===== src/rtl/game_dumper.sv =====
// game_dumper: streams a loaded cartridge image out as an iNES byte stream.
// A 16-byte iNES 1.0 header is generated from the geometry latched at start,
// followed by the PRG region and then the CHR region read one byte at a time
// from the cartridge memory arbiter. Output is a valid/ready byte stream.
module game_dumper #(
  parameter logic [21:0] PRG_BASE    = 22'h000000,
  parameter logic [21:0] CHR_BASE    = 22'h200000,
  parameter int unsigned ACK_TIMEOUT = 255
) (
  input  logic        clk,
  input  logic        reset,
  input  logic        start,
  input  logic [7:0]  prg_pages,
  input  logic [7:0]  chr_pages,
  input  logic [7:0]  mapper,
  input  logic        mirroring,
  input  logic        four_screen,
  output logic [21:0] mem_addr,
  output logic        mem_read,
  input  logic        mem_ack,
  input  logic [7:0]  mem_rdata,
  output logic [7:0]  out_data,
  output logic        out_valid,
  input  logic        out_ready,
  output logic        busy,
  output logic        done,
  output logic        error
);

  typedef enum logic [2:0] {
    IDLE   = 3'd0,
    HDR    = 3'd1,
    RD_REQ = 3'd2,
    SEND   = 3'd3,
    DONE   = 3'd4,
    ERR    = 3'd5
  } state_t;

  // Last count value before the ack wait is declared lost.
  localparam logic [7:0] TIMEOUT_LAST = 8'(ACK_TIMEOUT - 1);

  state_t      state_r;
  logic [3:0]  hdr_idx_r;
  logic        seg_chr_r;
  logic [21:0] bytes_left_r;
  logic [7:0]  timeout_r;
  logic [7:0]  prg_r;
  logic [7:0]  chr_r;
  logic [7:0]  mapper_r;
  logic        mirroring_r;
  logic        four_screen_r;

  logic        handshake_s;
  logic [21:0] bytes_next_s;
  logic [21:0] addr_next_s;
  logic [3:0]  hdr_idx_next_s;
  logic        last_byte_s;
  logic        chr_follows_s;

  // iNES 1.0 header byte at position idx for the given geometry.
  function automatic logic [7:0] header_byte(
    input logic [3:0] idx,
    input logic [7:0] prg,
    input logic [7:0] chr,
    input logic [7:0] map,
    input logic       mir,
    input logic       fs
  );
    logic [7:0] b;
    case (idx)
      4'd0:    b = 8'h4E;
      4'd1:    b = 8'h45;
      4'd2:    b = 8'h53;
      4'd3:    b = 8'h1A;
      4'd4:    b = prg;
      4'd5:    b = chr;
      4'd6:    b = {map[3:0], fs, 1'b0, 1'b0, mir};
      4'd7:    b = {map[7:4], 4'b0000};
      default: b = 8'h00;
    endcase
    return b;
  endfunction

  // PRG must be 1..128 pages so the region fits below CHR_BASE.
  function automatic logic geometry_ok(input logic [7:0] prg);
    return (prg != 8'd0) && (prg <= 8'd128);
  endfunction

  // Handshake and next-byte bookkeeping shared by the header and data phases.
  always_comb begin
    handshake_s    = out_valid && out_ready;
    bytes_next_s   = bytes_left_r - 22'd1;
    addr_next_s    = mem_addr + 22'd1;
    hdr_idx_next_s = hdr_idx_r + 4'd1;
    if (bytes_next_s == 22'd0) begin
      last_byte_s = 1'b1;
    end else begin
      last_byte_s = 1'b0;
    end
    if (!seg_chr_r && (chr_r != 8'd0)) begin
      chr_follows_s = 1'b1;
    end else begin
      chr_follows_s = 1'b0;
    end
  end

  // Dump sequencer: header, PRG then CHR; all outputs are registered here.
  always_ff @(posedge clk) begin
    if (reset) begin
      state_r       <= IDLE;
      hdr_idx_r     <= 4'd0;
      seg_chr_r     <= 1'b0;
      bytes_left_r  <= 22'd0;
      timeout_r     <= 8'd0;
      prg_r         <= 8'd0;
      chr_r         <= 8'd0;
      mapper_r      <= 8'd0;
      mirroring_r   <= 1'b0;
      four_screen_r <= 1'b0;
      mem_addr      <= 22'd0;
      mem_read      <= 1'b0;
      out_data      <= 8'd0;
      out_valid     <= 1'b0;
      busy          <= 1'b0;
      done          <= 1'b0;
      error         <= 1'b0;
    end else begin
      case (state_r)
        IDLE, DONE, ERR: begin
          if (start) begin
            prg_r         <= prg_pages;
            chr_r         <= chr_pages;
            mapper_r      <= mapper;
            mirroring_r   <= mirroring;
            four_screen_r <= four_screen;
            done          <= 1'b0;
            timeout_r     <= 8'd0;
            mem_read      <= 1'b0;
            if (geometry_ok(prg_pages)) begin
              // First header byte is presented on the very next cycle.
              state_r   <= HDR;
              hdr_idx_r <= 4'd0;
              out_data  <= header_byte(4'd0, prg_pages, chr_pages, mapper,
                                       mirroring, four_screen);
              out_valid <= 1'b1;
              busy      <= 1'b1;
              error     <= 1'b0;
            end else begin
              state_r   <= ERR;
              out_valid <= 1'b0;
              busy      <= 1'b0;
              error     <= 1'b1;
            end
          end else begin
            state_r <= state_r;
          end
        end

        HDR: begin
          if (handshake_s) begin
            if (hdr_idx_r == 4'd15) begin
              state_r      <= RD_REQ;
              out_valid    <= 1'b0;
              seg_chr_r    <= 1'b0;
              mem_addr     <= PRG_BASE;
              bytes_left_r <= {prg_r, 14'b0};
              mem_read     <= 1'b1;
              timeout_r    <= 8'd0;
            end else begin
              hdr_idx_r <= hdr_idx_next_s;
              out_data  <= header_byte(hdr_idx_next_s, prg_r, chr_r, mapper_r,
                                       mirroring_r, four_screen_r);
            end
          end else begin
            hdr_idx_r <= hdr_idx_r;
          end
        end

        RD_REQ: begin
          if (mem_ack) begin
            out_data  <= mem_rdata;
            out_valid <= 1'b1;
            mem_read  <= 1'b0;
            timeout_r <= 8'd0;
            state_r   <= SEND;
          end else if (timeout_r == TIMEOUT_LAST) begin
            // Memory never answered: abandon the request and flag it.
            mem_read  <= 1'b0;
            timeout_r <= 8'd0;
            busy      <= 1'b0;
            error     <= 1'b1;
            state_r   <= ERR;
          end else begin
            timeout_r <= timeout_r + 8'd1;
          end
        end

        SEND: begin
          if (handshake_s) begin
            out_valid <= 1'b0;
            if (!last_byte_s) begin
              mem_addr     <= addr_next_s;
              bytes_left_r <= bytes_next_s;
              mem_read     <= 1'b1;
              state_r      <= RD_REQ;
            end else if (chr_follows_s) begin
              // PRG finished; CHR ROM data follows.
              seg_chr_r    <= 1'b1;
              mem_addr     <= CHR_BASE;
              bytes_left_r <= {1'b0, chr_r, 13'b0};
              mem_read     <= 1'b1;
              state_r      <= RD_REQ;
            end else begin
              mem_addr     <= addr_next_s;
              bytes_left_r <= bytes_next_s;
              busy         <= 1'b0;
              done         <= 1'b1;
              state_r      <= DONE;
            end
          end else begin
            out_valid <= 1'b1;
          end
        end

        default: begin
          state_r   <= IDLE;
          mem_read  <= 1'b0;
          out_valid <= 1'b0;
          busy      <= 1'b0;
        end
      endcase
    end
  end

endmodule


===== config.mk =====
export PLATFORM = sky130hd
export DESIGN_NAME = game_dumper
export DESIGN_NICKNAME = d
export VERILOG_FILES = /design/src/rtl/game_dumper.sv
export SDC_FILE = /design/constraint.sdc
export NUM_CORES = 1
export LEC_CHECK = 0
export CAP_MARGIN = 25
export CORE_ASPECT_RATIO = 0.8
export CORE_UTILIZATION = 30
export CTS_CLUSTER_DIAMETER = 60
export CTS_CLUSTER_SIZE = 40
export DETAILED_ROUTE_END_ITERATION = 10
export GPL_TIMING_DRIVEN = 0
export MAX_ROUTING_LAYER = met4
export PLACE_DENSITY_LB_ADDON = 0.2
export RECOVER_POWER = 100
export REMOVE_ABC_BUFFERS = 1
export SLEW_MARGIN = 20
export SYNTH_ARGS = -nofsm -noshare
export SYNTH_HDL_FRONTEND = slang
export SYNTH_SLANG_ARGS = --single-unit

===== constraint.sdc =====
create_clock -name clk -period 2.92 [get_ports clk]
set_input_delay 0.73 -clock clk [delete_from_list [all_inputs] [get_ports clk]]
set_output_delay 0.73 -clock clk [all_outputs]
set_load 0.01 [all_outputs]

# Yosys cells after proc, flatten, opt, wreduce, memory -nomap -nowiden
# Index checks and enable logic that the tools add are counted.
[totals]
inputBits = 39
regBits = 99
elab_cells = 153
[op_classes]
reduce_logical = 27
n_lt_le_gt_ge = 1
bitwise = 1
n_mux = 75
eq_ne = 28
n_addsub = 4
[ops]
columns = ["op", "n"]
rows = [
  ["$mux 22", 10],
  ["$pmux 22 s2", 2],
  ["$mux 8", 10],
  ["$pmux 8 s8", 1],
  ["$pmux 8 s3", 2],
  ["$mux 1", 29],
  ["$mux 3", 9],
  ["$ne 2x2->1 const B", 12],
  ["$add 22x1->22 const B", 1],
  ["$logic_not 22->1", 1],
  ["$sub 22x1->22 const B", 1],
  ["$reduce_and 6->1", 3],
  ["$eq 4x3->1 const B", 4],
  ["$mux 4", 4],
  ["$reduce_and 4->1", 4],
  ["$reduce_bool 8->1", 2],
  ["$reduce_and 5->1", 3],
  ["$pmux 1 s4", 3],
  ["$pmux 3 s4", 1],
  ["$add 8x1->8 const B", 1],
  ["$eq 4x2->1 const B", 2],
  ["$eq 8x8->1 const B", 1],
  ["$le 8x8->1 const B", 1],
  ["$pmux 4 s2", 1],
  ["18 further kinds", 28],
]

# Logic depth before layout (Yosys ltp)
# Gate-level depths: netlist of the first run.
[depth]
ltp_word = 7
ltp_mapped = 11

# Least setup slack after synthesis of the first run
# No wires, ideal clock.
[synth_timing]
path_type = "flip-flop to flip-flop"
startpoint = "reg bytes_left_r[11]"
endpoint = "reg mem_addr[3]"
slack_ns = 0.076
stages_incl_launch_ff = 10
arrival_time_ns = 2.712
path_buffers = 2
setup_time_ns = 0.132
cell_sequence = "dfxtp_1 or4_1 or4_4 or4_1 and4_4 nor4_4 o21a_1 buf_4 buf_4 nor3_1"
[synth_between]
elab_chain_cells = 6
[synth_lines]
columns = ["element", "line", "source"]
rows = [
  ["start: declaration", "45", "logic [21:0] bytes_left_r;"],
  ["start signal: assignment", "166", "bytes_left_r <= {prg_r, 14'b0};"],
  ["start signal: assignment", "203", "bytes_left_r <= bytes_next_s;"],
  ["start signal: assignment", "210", "bytes_left_r <= {1'b0, chr_r, 13'b0};"],
  ["$sub 22x1->22", "92", "bytes_next_s = bytes_left_r - 22'd1;"],
  ["$logic_not 22->1", "95", "if (bytes_next_s == 22'd0) begin"],
  ["$mux 1", "95", ""],
  ["$mux 22", "201", "if (!last_byte_s) begin"],
  ["$mux 22", "199", "if (handshake_s) begin"],
  ["$pmux 22 s2", "128", "case (state_r)"],
  ["end signal: assignment", "202", "mem_addr <= addr_next_s;"],
  ["end signal: assignment", "214", "mem_addr <= addr_next_s;"],
  ["end: declaration", "18", "output logic [21:0] mem_addr,"],
]
# No other way between the ends. The select of a mux whose other input is x is not followed.
# A chain may end at the register's enable or synchronous reset.

# Worst setup path after layout of the first run
[layout_timing]
startpoint = "reg bytes_left_r[11]"
endpoint = "reg mem_addr[7]"
# Same word-level chain as after synthesis.

==> impl_metrics.csv, run 1 <==
group,metric,value,unit
run_status,status,"completed",
pwr,p_total,4340,uW
die,fp.dieArea,18000,um2
pwr,p_comb_frac,0.333,
setup_path,endpoint_kind,"flop",
route,vias,5186,
final_layout,final_common_cell,"nand2_1",
yosys,yosysUniqueCellTypes,57,
sta,tns,0,ps
clock_tree,cts_tree,"done",
worst_hold_path,hp-class,"reg -> reg",
pwr,power_frac_seq,0.398,
pwr,p_per_area,635,nW/um2
final_layout,fin_util,0.406,
global_routing,grt_pass1_vias,4921,
setup_path,cp_data_arrival_time,3140,ps
flow_run,cap_violations,0,
setup_path,crit_fanout,6,
clock_tree,cts_root_buffer,"clkbuf_16",
clock_tree,cts_htree_levels,3,
die,core-area,16800,um2
placed_design,numPortBuffers,73,
setup_path,startpoint_type,"flop",
global_routing,grt_usage,0.177,
setup_path,cp_cell_sequence,"or4_4 > or4_4 > or4_1 > and4_4 > nor4_4 > buf_6 > o21a_4 > nor3_1",
yosys,ys.flop_type,"dfxtp_1",
clock_tree,cts.clk_slew.worst_paths,70,ps
die,die_h,120,um
global_routing,grt_antenna_before_repair,0,
sta,final.min_clock_period,2910,ps
route,drc,0,
pwr,internal_power,2700,uW
clock_tree,clock_path_buffers,2,
clock_tree,cts.sinks,99,
yosys,synth.cell_area,5250,um2
final_layout,syn_to_final_growth,30.0,%
yosys,synthCells,681,
yosys,ys_seq_area_frac,0.377,
sta,hold_viol,0,
final_layout,nets,794,
clock_tree,cts_made_buffers,9,
pwr,p_clk_frac,0.269,
route,wire_per_inst,16.1,um
sta,skew,8.33,ps
pwr,p_leak,0.00256,uW
setup_path,cp_slowest_cell,"or4_4",
setup_path,critPathMaxStageDelay,540,ps
sta,finalSetupViolCount,0,
placed_design,dp_hpwl,10700,um
sta,min_period_over_period,0.997,
route,drt_iter0_markers,374,
die,die_w,150,um
placed_design,postPlaceCellArea,6140,um2
final_layout,final_design_area_no_fill,6830,um2
route,firstDrtPassIters,5,
setup_path,worstSetupPathType,"reg -> reg",
yosys,synth_edf_count,0,
yosys,synth_area_per_cell,7.71,um2
pwr,ir_worst_vdd,0.308,mV
die,start_util,0.312,
final_layout,drive_above_1_share,0.111,
sta,rsz0062_at_grt,"yes",
pwr,p_switching,1640,uW
clock_tree,clk_latency,350,ps
final_layout,diodes,0,
die,row_count,42,
route,avgViaCountPerCell,5.35,
setup_path,required,3150,ps
sta,tightestPinTransition,1120,ps
yosys,ys_ff_latch,99,
route,drt_wl_total,15600,um
final_layout,final_cell_mix,"nand2_1 (104), dfxtp_1 (95), nor2_1 (61)",
die,pin_count,74,
route,ant_nets,0,
global_routing,grt_overflow_total,0,
final_layout,nFillCells,1727,
global_routing,grt_max_degree,65,
yosys,yosysWarningCount,0,
pwr,sw_frac_of_total,0.377,
yosys,async_flop_share,0,
sta,drv_slew,0,
sta,slew_headroom,0.254,
placed_design,gp_congestion,0.840,
setup_path,path_common_cell,"or4_4",
global_routing,grt_pass1_wl,24500,um
sta,max_freq,344,MHz
[registers in the layout, indices dropped and copies added (netlist names)]
register       cells
mem_read           1
state_r            3
error              1
done               1
mapper_r           8
chr_r              8
mem_addr          22
mirroring_r        1
bytes_left_r      22
out_data           8
four_screen_r      1
busy               1
timeout_r          8
hdr_idx_r          4
seg_chr_r          1
prg_r              8
out_valid          1
[worst paths after layout]
path / cells after the start / slack, ps / endpoint / start
worst max register to register: 8 / 10 / mem_addr[7] / bytes_left_r[11]
worst min register to register: 2 / 460 / mapper_r[0] / mapper_r[0]
worst max-delay path: 8 / 10 / mem_addr[7] / bytes_left_r[11]
worst min-delay path: 2 / 460 / mapper_r[0] / mapper_r[0]
[layer usage]
layer	part of all wire	global-route usage
met2	0.44	0.264
met1	0.49	0.237
met4	0.013	0.0492
met5	0	-
met3	0.050	0.0404
[power groups by stage]
stage	Combinational [uW]	Clock, uW	Sequential (uW)
after floorplan	832	0	1710
after global placement	1300	0	1740
after detailed placement	1340	0	1740
after CTS	1370	1200	1710
after global routing	1610	1260	1750
final	1450	1170	1730
[final cells by class]
class / count / area (um2) / share of cell area
clock buffer: 9 / 225 / 0.0330
clock inverter: 7 / 58.8 / 0.00861
inverter: 13 / 48.8 / 0.00714
multi-input combinational: 530 / 3320 / 0.485
sequential: 99 / 1990 / 0.291
tap: 220 / 275 / 0.0403
timing repair buffer: 92 / 917 / 0.134
[Yosys cell counts (5+ instances only)]
cell type / number / area share
a21o_1: 10 / 0.014
nand3_1: 22 / 0.021
or3_1: 10 / 0.012
o21ai_1: 5 / 0.0048
ha_1: 10 / 0.024
clkbuf_1: 38 / 0.027
nor2_1: 63 / 0.045
nand2b_1: 12 / 0.014
nand2_1: 106 / 0.076
dfxtp_1: 99 / 0.38
xor2_1: 18 / 0.030
inv_1: 13 / 0.0093
a311oi_1: 6 / 0.010
a31oi_1: 7 / 0.0083
a22oi_1: 7 / 0.010
a21oi_1: 55 / 0.052
nor3_1: 39 / 0.037
xnor2_1: 21 / 0.035
o22ai_1: 5 / 0.0060
o211ai_1: 9 / 0.013
a211oi_1: 8 / 0.011
nand4_1: 17 / 0.020
o21ai_0: 22 / 0.021
nor4_1: 11 / 0.013
[kinds of logic (layout without fill, tap and decap cells)]
family | count (synthesis) | in the layout | synth area share
AOI/OAI and AO/OA | 157 | 161 | 0.191
xor gates and xnor gates | 39 | 39 | 0.0650
and+or+nand+nor | 318 | 318 | 0.297
adders and majority gates | 10 | 10 | 0.0238
muxes | 2 | 2 | 0.00381
DFF | 99 | 99 | 0.377
buffers and inverters | 56 | 121 | 0.0422
[timing repair]
action | CTS | global route
buffers inserted | 4 | 11
setup endpoints to repair | 54 | 55
cloned | 0 | 4
hold buffers | 0 | 0
pin swaps | 2 | 21
gates resized for setup | 15 | 38
[critical path, delay by kind of cell, from the launching register on]
family / cells / cell delay, ps
buffers and inverters: 1 / 190
AOI/OAI and AO/OA: 1 / 200
DFF: 1 / 350
and+or+nand+nor: 6 / 2040
[stage by stage]
step / setup slack [ps] / hold WS (ps) / std cells
floorplan: -573 / 430 / 638
global placement: -2030 / 446 / 931
detailed placement: -1140 / 449 / 934
CTS: -22.4 / 459 / 954
global route: -68.2 / 494 / 970
finish: 9.56 / 456 / 970
Power figures use the tool's default switching activity.
==> inputs of run 2 (changes only) <==
PLACE_DENSITY_LB_ADDON = 0.3   (was 0.2)
==> run 2 against run 1 <==
Compared with the run above:
- the flow now finishes with violations (setup timing)
- register-to-register slack worse by 30 ps
- critical path type unchanged
- worst hold slack better by 1.7 ps
- final area decreased by 0.16%
- die area is the same
- largest power group unchanged
- sequential cell count stayed put
- fmax shrank 1.2%
==> impl_metrics.csv, run 2 (same netlist as run 1, synthesis figures left out) <==
group,metric,value,unit
placed_design,gp_congestion,0.827,
global_routing,grt_max_degree,63,
die,row_count,42,
pwr,p_switching,1590,uW
placed_design,dp_cells,934,
flow_run,cap_violations,0,
final_layout,drive_above_1_share,0.108,
sta,hold_viol,0,
die,die_w,150,um
clock_tree,clk_latency,350,ps
setup_path,reg2reg_depth,8,
setup_path,startpoint_type,"flop",
clock_tree,cts_hold_buf,0,
setup_path,critPathMaxStageDelay,540,ps
setup_path,cp_cell_sequence,"or4_4 > or4_4 > or4_1 > and4_4 > nor4_4 > buf_4 > a21oi_1 > a211oi_2",
die,core-area,16800,um2
die,fp.dieArea,18000,um2
setup_path,crit_buf_inv,1,
clock_tree,cts.clk_slew.worst_paths,70,ps
setup_path,cp_data_arrival_time,3210,ps
final_layout,final_cell_mix,"nand2_1 (105), dfxtp_1 (96), nor2_1 (61)",
global_routing,grt_busiest_layer,"met1",
final_layout,final_cells,970,
sta,worst_hold_slack,458,ps
run_status,violations,"setup timing",
route,wire_per_inst,15.5,um
sta,slew_headroom,0.246,
setup_path,crit_family,"simple AND/OR/NAND/NOR gates",
route,drt_wl_total,15100,um
pwr,p_comb_frac,0.326,
global_routing,grt_pass1_vias,4597,
setup_path,path_common_cell,"or4_4",
setup_path,endpoint_kind,"flop",
pwr,p_per_area,644,nW/um2
clock_tree,cts_made_buffers,9,
clock_tree,clock_path_buffers,2,
setup_path,worstSetupPathType,"reg -> reg",
pwr,ir_worst_vdd,0.272,mV
worst_hold_path,hp-class,"reg -> reg",
route,drt_iter0_markers,445,
pwr,sw_frac_of_total,0.363,
global_routing,grt_antenna_before_repair,0,
sta,skew,8.05,ps
setup_path,cp_slowest_cell,"or4_4",
final_layout,diodes,0,
global_routing,grt_usage,0.169,
sta,final.min_clock_period,2940,ps
placed_design,numPortBuffers,73,
pwr,p_total,4390,uW
final_layout,nets,795,
route,vias,5130,
pwr,power_frac_seq,0.392,
setup_path,required,3180,ps
sta,rsz0062_at_grt,"yes",
final_layout,syn_to_final_growth,29.8,%
setup_path,crit_fanout,6,
final_layout,final_design_area_no_fill,6820,um2
worst_hold_path,hold_path_depth,2,
final_layout,final_common_cell,"nand2_1",
clock_tree,cts.sinks,99,
sta,max_freq,340,MHz
placed_design,dp_hpwl,10100,um
final_layout,reg_top3,"bytes_left_r x22, mem_addr x22",
global_routing,met2_usage,0.240,
die,die_h,120,um
route,drc,0,
global_routing,grt_overflow_total,0,
run_status,status,"complete, but fails checks",
pwr,p_clk_frac,0.281,
route,ant_nets,0,
clock_tree,cts_tree,"done",
setup_path,crit_cells,8,
sta,setup_ws,-24.8,ps
clock_tree,cts_root_buffer,"clkbuf_16",
global_routing,use_met3,0.0283,
placed_design,postPlaceCellArea,6150,um2
route,firstDrtPassIters,6,
sta,min_period_over_period,1.01,
global_routing,grt_pass1_wl,23800,um
die,start_util,0.312,
pwr,p_leak,0.00256,uW
route,avgViaCountPerCell,5.29,
sta,drv_slew,0,
clock_tree,cts_htree_levels,3,
die,pin_count,74,
global_routing,grtUsageMet1,0.249,
sta,tightestPinTransition,1130,ps
sta,finalSetupViolCount,2,
pwr,internal_power,2800,uW
final_layout,fin_util,0.406,
[run 2: changes by cell type in the layout (fill, tap and decap cells not counted), sizes merged]
| cell | previous run | this run |
|---|---|---|
| bufinv | 0 | 1 |
| clkbuf | 9 | 10 |
| buf | 20 | 21 |
| inv | 16 | 15 |
| clkinv | 3 | 1 |
[run 2: worst reg2reg max path, cell delays in order (launching register included)]
cell and delay, ps:
dfxtp_4 360, or4_4 540, or4_4 490, or4_1 410
and4_4 210, nor4_4 370, buf_4 230, a21oi_1 90
a211oi_2 170
[run 2: path summary, 6_finish.rpt]
| check | end | start | slack, ps |
|---|---|---|---|
| setup / recovery | bytes_left_r[18] | bytes_left_r[12] | -20 |
| hold reg to reg | mapper_r[0] | mapper_r[0] | 460 |
| setup reg to reg | bytes_left_r[18] | bytes_left_r[12] | -20 |
| hold / removal | mapper_r[0] | mapper_r[0] | 460 |
[run 2: cell type report]
cell class	instances	area [um2]
clock buffer	10	239
clock inverter	5	60.1
fill	1723	10000
inverter	13	48.8
multi-input combinational	530	3290
sequential	99	1990
tap	220	275
timing repair buffer	93	917
[run 2: stage by stage]
stage / TNS [ps] / worst slack, ps
final: -30.3 / -24.8
after global routing: -1570 / -77.0
after CTS: 0 / 7.11
after floorplan: -17060 / -573
after detailed placement: -44720 / -1140
after global placement: -119400 / -2070
[run 2: per-layer routing]
| metal | vias up | wire length, um |
|---|---|---|
| met5 | - | 0 |
| met4 | 0 | 100 |
| met3 | 12 | 590 |
| met2 | 120 | 6410 |
| met1 | 2411 | 7980 |
| li1 | 2587 | - |
[run 2: power by group through the flow]
stage / logic (uW) / registers [uW] / clock network, uW
finish: 1430 / 1720 / 1240
global placement: 1310 / 1740 / 0
detailed placement: 1340 / 1740 / 0
global route: 1590 / 1750 / 1300
floorplan: 832 / 1710 / 0
CTS: 1370 / 1720 / 1250
[run 2: repair_timing]
action / 4_1_cts / 5_1_grt
buffers inserted: 5 / 11
endpoints found under the setup margin: 55 / 45
pin swaps: 3 / 20
gates resized for setup: 15 / 35
cloned: 1 / 3
